## config.mk

```make
export PLATFORM = sky130hd
export DESIGN_NAME = can_tx_mailbox_scheduler_flat
export DESIGN_NICKNAME = d
export VERILOG_FILES = /design/src/rtl/can_tx_mailbox_scheduler_if.sv /design/src/rtl/can_tx_mailbox_scheduler.sv /design/src/flat_wrapper.sv
export SDC_FILE = /design/constraint.sdc
export NUM_CORES = 1
export LEC_CHECK = 0
export BUFFER_PORTS_ARGS = -buffer_cell sky130_fd_sc_hd__buf_2
export CORE_ASPECT_RATIO = 1.25
export CORE_MARGIN = 2
export CORE_UTILIZATION = 30
export DETAILED_ROUTE_END_ITERATION = 10
export SLEW_MARGIN = 20
export SYNTH_ARGS = -nofsm -noshare
export SYNTH_HDL_FRONTEND = slang
export SYNTH_SLANG_ARGS = --single-unit
```

## constraint.sdc

```tcl
create_clock -name clock_i -period 11.3 [get_ports clock_i]
set_clock_uncertainty 0.1 [all_clocks]
set_input_delay 1.13 -clock clock_i [delete_from_list [all_inputs] [get_ports clock_i]]
set_output_delay 1.13 -clock clock_i [all_outputs]
set_load 0.05 [all_outputs]
```

## src/rtl/can_tx_mailbox_scheduler_if.sv

```systemverilog
// rtl/can_tx_mailbox_scheduler_if.sv - mailbox request and bit-stuffer handshake bundle
interface can_tx_mailbox_scheduler_if #(
  parameter int N_MBOX = 4
);
  logic [N_MBOX-1:0]    req_i;
  logic [N_MBOX*11-1:0] id_i;
  logic [N_MBOX*32-1:0] data_i;
  logic [N_MBOX-1:0]    ack_o;
  logic                 err_o;
  logic                 busy_o;
  logic [65:0]          unstuffed_o;
  logic                 stuf_start_o;
  logic                 stuf_done_i;

  modport slave (
    input  req_i, id_i, data_i, stuf_done_i,
    output ack_o, err_o, busy_o, unstuffed_o, stuf_start_o
  );

  modport master (
    output req_i, id_i, data_i, stuf_done_i,
    input  ack_o, err_o, busy_o, unstuffed_o, stuf_start_o
  );
endinterface

```

## src/rtl/can_tx_mailbox_scheduler.sv

```systemverilog
// rtl/can_tx_mailbox_scheduler.sv - lowest-ID mailbox arbiter, CRC-15 frame builder and stuffer sequencer
module can_tx_mailbox_scheduler #(
  parameter int N_MBOX       = 4,
  parameter int IDX_W        = $clog2(N_MBOX),
  parameter int WAIT_TIMEOUT = 255
) (
  input  logic                          clock_i,
  input  logic                          reset_i,
  can_tx_mailbox_scheduler_if.slave     bus
);
  localparam int TMR_W = $clog2(WAIT_TIMEOUT + 1);

  typedef enum logic [2:0] {S_IDLE, S_CRC, S_LAUNCH, S_WAIT, S_ACK} state_t;

  state_t             r_state;
  logic [IDX_W-1:0]   r_idx;
  logic [50:0]        r_hdr;
  logic [14:0]        r_crc;
  logic [5:0]         r_cnt;
  logic [TMR_W-1:0]   r_timer;
  logic [N_MBOX-1:0]  r_ack;
  logic               r_err;
  logic               r_busy;
  logic               r_start;
  logic [65:0]        r_unstuffed;

  logic               w_any;
  logic [IDX_W-1:0]   w_win_idx;
  logic [10:0]        w_win_id;
  logic [31:0]        w_win_data;
  logic               w_bit;
  logic               w_fb;
  logic [14:0]        w_crc_nxt;

  // Strict less-than keeps the lowest index on equal IDs.
  always_comb begin
    w_any      = 1'b0;
    w_win_idx  = '0;
    w_win_id   = '0;
    w_win_data = '0;
    for (int k = 0; k < N_MBOX; k++) begin
      if (bus.req_i[k] && (!w_any || bus.id_i[11*k +: 11] < w_win_id)) begin
        w_any      = 1'b1;
        w_win_idx  = IDX_W'(k);
        w_win_id   = bus.id_i[11*k +: 11];
        w_win_data = bus.data_i[32*k +: 32];
      end
    end
  end

  assign w_bit     = r_hdr[6'd50 - r_cnt];
  assign w_fb      = w_bit ^ r_crc[14];
  assign w_crc_nxt = {r_crc[13:0], 1'b0} ^ (w_fb ? 15'h4599 : 15'h0000);

  always_ff @(posedge clock_i) begin
    if (reset_i) begin
      r_state     <= S_IDLE;
      r_idx       <= '0;
      r_hdr       <= '0;
      r_crc       <= '0;
      r_cnt       <= '0;
      r_timer     <= '0;
      r_ack       <= '0;
      r_err       <= 1'b0;
      r_busy      <= 1'b0;
      r_start     <= 1'b0;
      r_unstuffed <= '0;
    end else begin
      r_ack   <= '0;
      r_err   <= 1'b0;
      r_start <= 1'b0;
      case (r_state)
        S_IDLE: begin
          if (w_any) begin
            r_idx   <= w_win_idx;
            r_hdr   <= {1'b0, w_win_id, 3'b000, 4'd4, w_win_data};
            r_cnt   <= '0;
            r_crc   <= '0;
            r_busy  <= 1'b1;
            r_state <= S_CRC;
          end
        end
        S_CRC: begin
          r_crc <= w_crc_nxt;
          r_cnt <= r_cnt + 6'd1;
          // Outputs are registered, so the LAUNCH values are loaded on the way in.
          if (r_cnt == 6'd50) begin
            r_unstuffed <= {r_hdr, w_crc_nxt};
            r_start     <= 1'b1;
            r_timer     <= '0;
            r_state     <= S_LAUNCH;
          end
        end
        S_LAUNCH: begin
          r_timer <= r_timer + TMR_W'(1);
          r_state <= S_WAIT;
        end
        S_WAIT: begin
          if (bus.stuf_done_i) begin
            r_ack[r_idx] <= 1'b1;
            r_state      <= S_ACK;
          end else if (r_timer == TMR_W'(WAIT_TIMEOUT - 1)) begin
            r_err   <= 1'b1;
            r_busy  <= 1'b0;
            r_state <= S_IDLE;
          end else begin
            r_timer <= r_timer + TMR_W'(1);
          end
        end
        S_ACK: begin
          r_busy  <= 1'b0;
          r_state <= S_IDLE;
        end
        default: begin
          r_busy  <= 1'b0;
          r_state <= S_IDLE;
        end
      endcase
    end
  end

  assign bus.ack_o        = r_ack;
  assign bus.err_o        = r_err;
  assign bus.busy_o       = r_busy;
  assign bus.stuf_start_o = r_start;
  assign bus.unstuffed_o  = r_unstuffed;
endmodule

```

## src/flat_wrapper.sv

```systemverilog
// flat-port wrapper written by rule: the top's interface ports become plain ports
module can_tx_mailbox_scheduler_flat 
#(
  parameter int N_MBOX       = 4,
  parameter int IDX_W        = $clog2(N_MBOX),
  parameter int WAIT_TIMEOUT = 255
)
  (clock_i, reset_i, bus_req_i, bus_id_i, bus_data_i, bus_stuf_done_i, bus_ack_o, bus_err_o, bus_busy_o, bus_unstuffed_o, bus_stuf_start_o);
  can_tx_mailbox_scheduler_if #(.N_MBOX(N_MBOX)) bus_i ();
  input  logic clock_i;
  input  logic reset_i;
  input wire logic [$bits(bus_i.req_i)-1:0] bus_req_i;
  input wire logic [$bits(bus_i.id_i)-1:0] bus_id_i;
  input wire logic [$bits(bus_i.data_i)-1:0] bus_data_i;
  input wire logic [$bits(bus_i.stuf_done_i)-1:0] bus_stuf_done_i;
  output wire logic [$bits(bus_i.ack_o)-1:0] bus_ack_o;
  output wire logic [$bits(bus_i.err_o)-1:0] bus_err_o;
  output wire logic [$bits(bus_i.busy_o)-1:0] bus_busy_o;
  output wire logic [$bits(bus_i.unstuffed_o)-1:0] bus_unstuffed_o;
  output wire logic [$bits(bus_i.stuf_start_o)-1:0] bus_stuf_start_o;
  assign bus_i.req_i = bus_req_i;
  assign bus_i.id_i = bus_id_i;
  assign bus_i.data_i = bus_data_i;
  assign bus_i.stuf_done_i = bus_stuf_done_i;
  assign bus_ack_o = bus_i.ack_o;
  assign bus_err_o = bus_i.err_o;
  assign bus_busy_o = bus_i.busy_o;
  assign bus_unstuffed_o = bus_i.unstuffed_o;
  assign bus_stuf_start_o = bus_i.stuf_start_o;
  can_tx_mailbox_scheduler #(.N_MBOX(N_MBOX), .IDX_W(IDX_W), .WAIT_TIMEOUT(WAIT_TIMEOUT)) u_core (.clock_i(clock_i), .reset_i(reset_i), .bus(bus_i));
endmodule
```

==> summary.log <==
[worst_hold_path] launch point of the worst hold path u_core.bus.unstuffed_o[16]
[yosys] Mapped Cells 974
[pwr] Pwr per Cell Area 139 nW/um^2
[sta] final cycle utilization of the critical path 0.728
[floorplan] Die Y-Extent 190 um
[drt] DRC marker count from the first detailed-route iteration 508
[cells_and_area] final core area utilization 0.374
[setup_path] kind of launch point of the worst setup path input pin
[setup_path] arrival time at the worst endpoint 8.47 ns
[drt] via count 8281
[pwr] worst vdd rail ir drop 0.0000613 V
[sta] total setup violations reported at the end of the flow 0
[drt] top metal layer carrying routed signals met4
[drt] drt total wl 27800 um
[global_routing] antenna violations before repair 2
[yosys] Seq/Total Area, Yosys 0.347
[clocking] buffers inserted during post-CTS setup optimization 0
[yosys] Netlist Area Pre-Place 8310 um^2
[pwr] part of the power in registers 0.390
[drt] sum of met2 wire segment lengths after detailed routing 13600 um
[setup_path] depth of the most critical reg-to-reg path 10
[yosys] yosys synthesis warning count 0
[global_routing] global-route total usage across every layer 0.186
[cells_and_area] non-filler instance count after layout 1525
[floorplan] number of cell rows 68
[setup_path] CP endpoint kind flop
[pwr] leakage power 4.04 nW
[yosys] Post-synth EDFFs 0
[setup_path] worst r2r dst u_core.r_crc[7]
[sta] total count of max-transition violations in the final report 0
[sta] measured slew at the worst slew-check pin 0.944 ns
[setup_path] largest stage delay on the critical path 0.67 ns
[drt] drt via density 5.43
[cells_and_area] final net count 1373
[setup_path] start-to-end type of the worst setup path in -> reg
[sta] worst rel slew slack 0.370
[clocking] maximum level of the CTS H-tree 4
[sta] Setup Total Neg Slack 0 ns
[clocking] cts bufs inserted 17
[drt] number of antenna-violating nets in the routed design 0
[floorplan] Starting Density 0.303
[cells_and_area] area delta synth->final 23.4%
[placement] gp weighted congestion 0.834
[clocking] Post-CTS Hold Fix Bufs 0
[drt] met1 wire length 12000 um
[cells_and_area] fraction of layout instances using a drive strength above 1 0.275
[yosys] post-synthesis register bit count 144
[pwr] Internal 1.01 mW
[sta] final hold vios 0
[sta] final critical delay including setup and external delays 8.23 ns
[pwr] relative contribution of the clock network to total power 0.410
[drt] drt wl/cell 18.2 um
[worst_hold_path] worst hold path depth 2
[setup_path] worst setup slack for register-to-register paths 7.56 ns
[clocking] CTS clock-pin slew for the worst setup and hold paths 0.06 ns
[global_routing] overflow left after global routing 0
[setup_path] data required time of the worst path 11.54 ns
[clocking] source-to-sink clock delay at the later pin of the worst-skew pair 0.43 ns
[status] run status completed
[placement] placed wire-length estimate 20900 um
[drt] number of DRC violations after detailed routing 0
[yosys] share of async-settable or async-resettable flops after synthesis 0
[worst_hold_path] type of the worst min-delay path reg -> reg
[pwr] switching share of total power 0.292
[worst_hold_path] worst-case hold path end point u_core.bus.unstuffed_o[16]
[floorplan] CORE AREA 27400 um^2
[floorplan] area of the die 29100 um^2
[drt] Detailed Routing Iterations Pass 1 6
[setup_path] Slowest-stage cell, CP sky130_fd_sc_hd__o32ai_2
[yosys] per-instance average area after synthesis 8.53 um^2
[sta] RSZ-0062 raised after global routing false
[yosys] most instantiated flip-flop cell in the synthesis netlist sky130_fd_sc_hd__dfxtp_1
[global_routing] largest net degree at the start of global routing 79
[floorplan] die width 153 um
[placement] port bufs 244
[placement] Placed Instances 1491
[flow_run] number of maximum-capacitance violations 0
[clocking] maximum clock path buffer count 2
[floorplan] I/O pin total 252
[placement] cell area after placement 9620 um^2
[clocking] post-cts gate resize count 0
[sta] f_max 122 MHz
[pwr] power dissipated by switching net loads 0.416 mW
[clocking] CTS sink count 144
[clocking] clock tree from TritonCTS yes
[clocking] buffer type at the clock tree root sky130_fd_sc_hd__clkbuf_16
[yosys] distinct cell type count of the synthesized netlist 82
[cells_and_area] final instance area 10300 um^2
[sta] final worst hold slack 0.351 ns
[pwr] logic gate share of total power 0.200
[setup_path] reg-to-reg critical path startpoint u_core.r_cnt[0]
[setup_path] largest fanout on the critical path 46
[drt] length of routed met3 wiring 1310 um
[global_routing] number of global-route vias before repair 7836
[global_routing] first-pass GRT wire length 42800 um
==> state kept, by name (all words and copies together), names as in the netlist <==
register                 flops
u_core.bus.stuf_start_o      1
u_core.r_crc                15
u_core.r_cnt                 6
u_core.r_state               3
u_core.r_timer               8
u_core.r_idx                 2
u_core.bus.unstuffed_o      59
u_core.bus.err_o             1
u_core.bus.ack_o             4
u_core.r_hdr                44
u_core.bus.busy_o            1
==> critical path, delay by kind of cell <==
family          cells  cell delay, ns
compound gates     11            2.95
fa+ha+maj           3            0.94
buf+inv             5            1.48
simple gates        8            1.95
==> power by group through the flow <==
stage | Sequential, mW | Clock [mW] | Combinational, mW
detailed placement | 0.566 | 0 | 0.285
floorplan | 0.556 | 0 | 0.199
finish | 0.556 | 0.585 | 0.285
global placement | 0.566 | 0 | 0.283
CTS | 0.555 | 0.598 | 0.285
global route | 0.559 | 0.617 | 0.316
==> cell type report <==
type / count / area, um^2
clock inverter: 13 / 159
inverter: 19 / 71.3
multi-input combinational: 721 / 4920
sequential: 144 / 2880
tap: 350 / 438
clock buffer: 19 / 453
timing repair buffer: 257 / 1320
fill: 2891 / 17100
antenna: 2 / 5.00
==> placed cells by master, fill, tap and decap left out, drive strengths merged, types with 6 or more instances in the layout <==
cell type  netlist  layout
a221o           42      42
ha              34      34
xnor3            6       6
and3            14      14
nor2            38      38
clkbuf          61      19
nor3            44      44
o32ai           43      43
or3              7       7
nand4            9       9
nand2b           7       7
and2            16      16
xor2             7       7
a21oi           83      83
buf             34     257
o21ai           68      68
dfxtp          144     144
a22oi           10      10
mux4            10      10
nand3           19      19
nand2          142     142
conb             1       7
inv             19      21
a211oi          37      37
a41oi           11      11
==> synthesized netlist by cell type, drive strengths merged, types with 3 or more instances <==
cell | count | area [um^2]
xnor2 | 4 | 35.0
or3 | 7 | 53.8
nand2b | 7 | 43.8
o211ai | 5 | 42.5
a211oi | 37 | 278
a221o | 42 | 420
inv | 19 | 71.3
o21ai | 68 | 344
nor3 | 44 | 225
dfxtp | 144 | 2880
ha | 34 | 425
o32ai | 43 | 384
a22oi | 10 | 75.1
nand2 | 142 | 533
buf | 34 | 225
and2 | 16 | 103
mux2i | 5 | 50.1
nand3 | 19 | 95.1
xnor3 | 6 | 135
nand3b | 3 | 22.5
and3 | 14 | 87.6
clkbuf | 61 | 259
nand4 | 9 | 56.3
xor2 | 7 | 80.1
mux4 | 10 | 239
nor4 | 4 | 31.3
nor2 | 38 | 143
a21oi | 83 | 415
o31a | 3 | 26.3
a41oi | 11 | 96.3
==> metrics by stage <==
stage / total power [mW] / setup WS, ns
3_5_place_dp: 0.851 / 2.64
4_1_cts: 1.44 / 3.09
6_report: 1.43 / 3.07
2_1_floorplan: 0.754 / 3.87
5_1_grt: 1.49 / 2.23
3_3_place_gp: 0.849 / 2.81
==> layer usage <==
metal	up-vias	global-route usage
li1	4046	-
met1	3896	0.237
met2	290	0.312
met3	49	0.0317
met4	0	0.0794
met5	-	0
==> cell families (layout without fill, tap and decap cells) <==
group                    after synthesis  after routing  share of synthesized area
multiplexers                          16             16                     0.0361
AND/OR/NAND/NOR                      315            315                      0.179
other                                  1              9                   0.000451
AO/OA/AOI/OAI                        332            332                      0.287
adder cells (fa/ha/maj)               34             34                     0.0512
buffers and inverters                115            308                     0.0691
XOR/XNOR                              17             17                     0.0301
flip-flops                           144            144                      0.347
==> worst max-delay path by stage <==
stage	from	to	slack (ns)	cells after the start
after global placement	bus_req_i[0]	u_core.r_hdr[10]	2.81	27
final	bus_req_i[0]	u_core.r_hdr[9]	3.07	27
after CTS	bus_req_i[0]	u_core.r_hdr[11]	3.09	27
after floorplan	bus_req_i[0]	u_core.r_hdr[24]	3.87	30
after global routing	bus_req_i[0]	u_core.r_hdr[20]	2.23	27
after detailed placement	bus_req_i[0]	u_core.r_hdr[21]	2.64	27
Note: power is estimated with default switching activity, not from simulation.
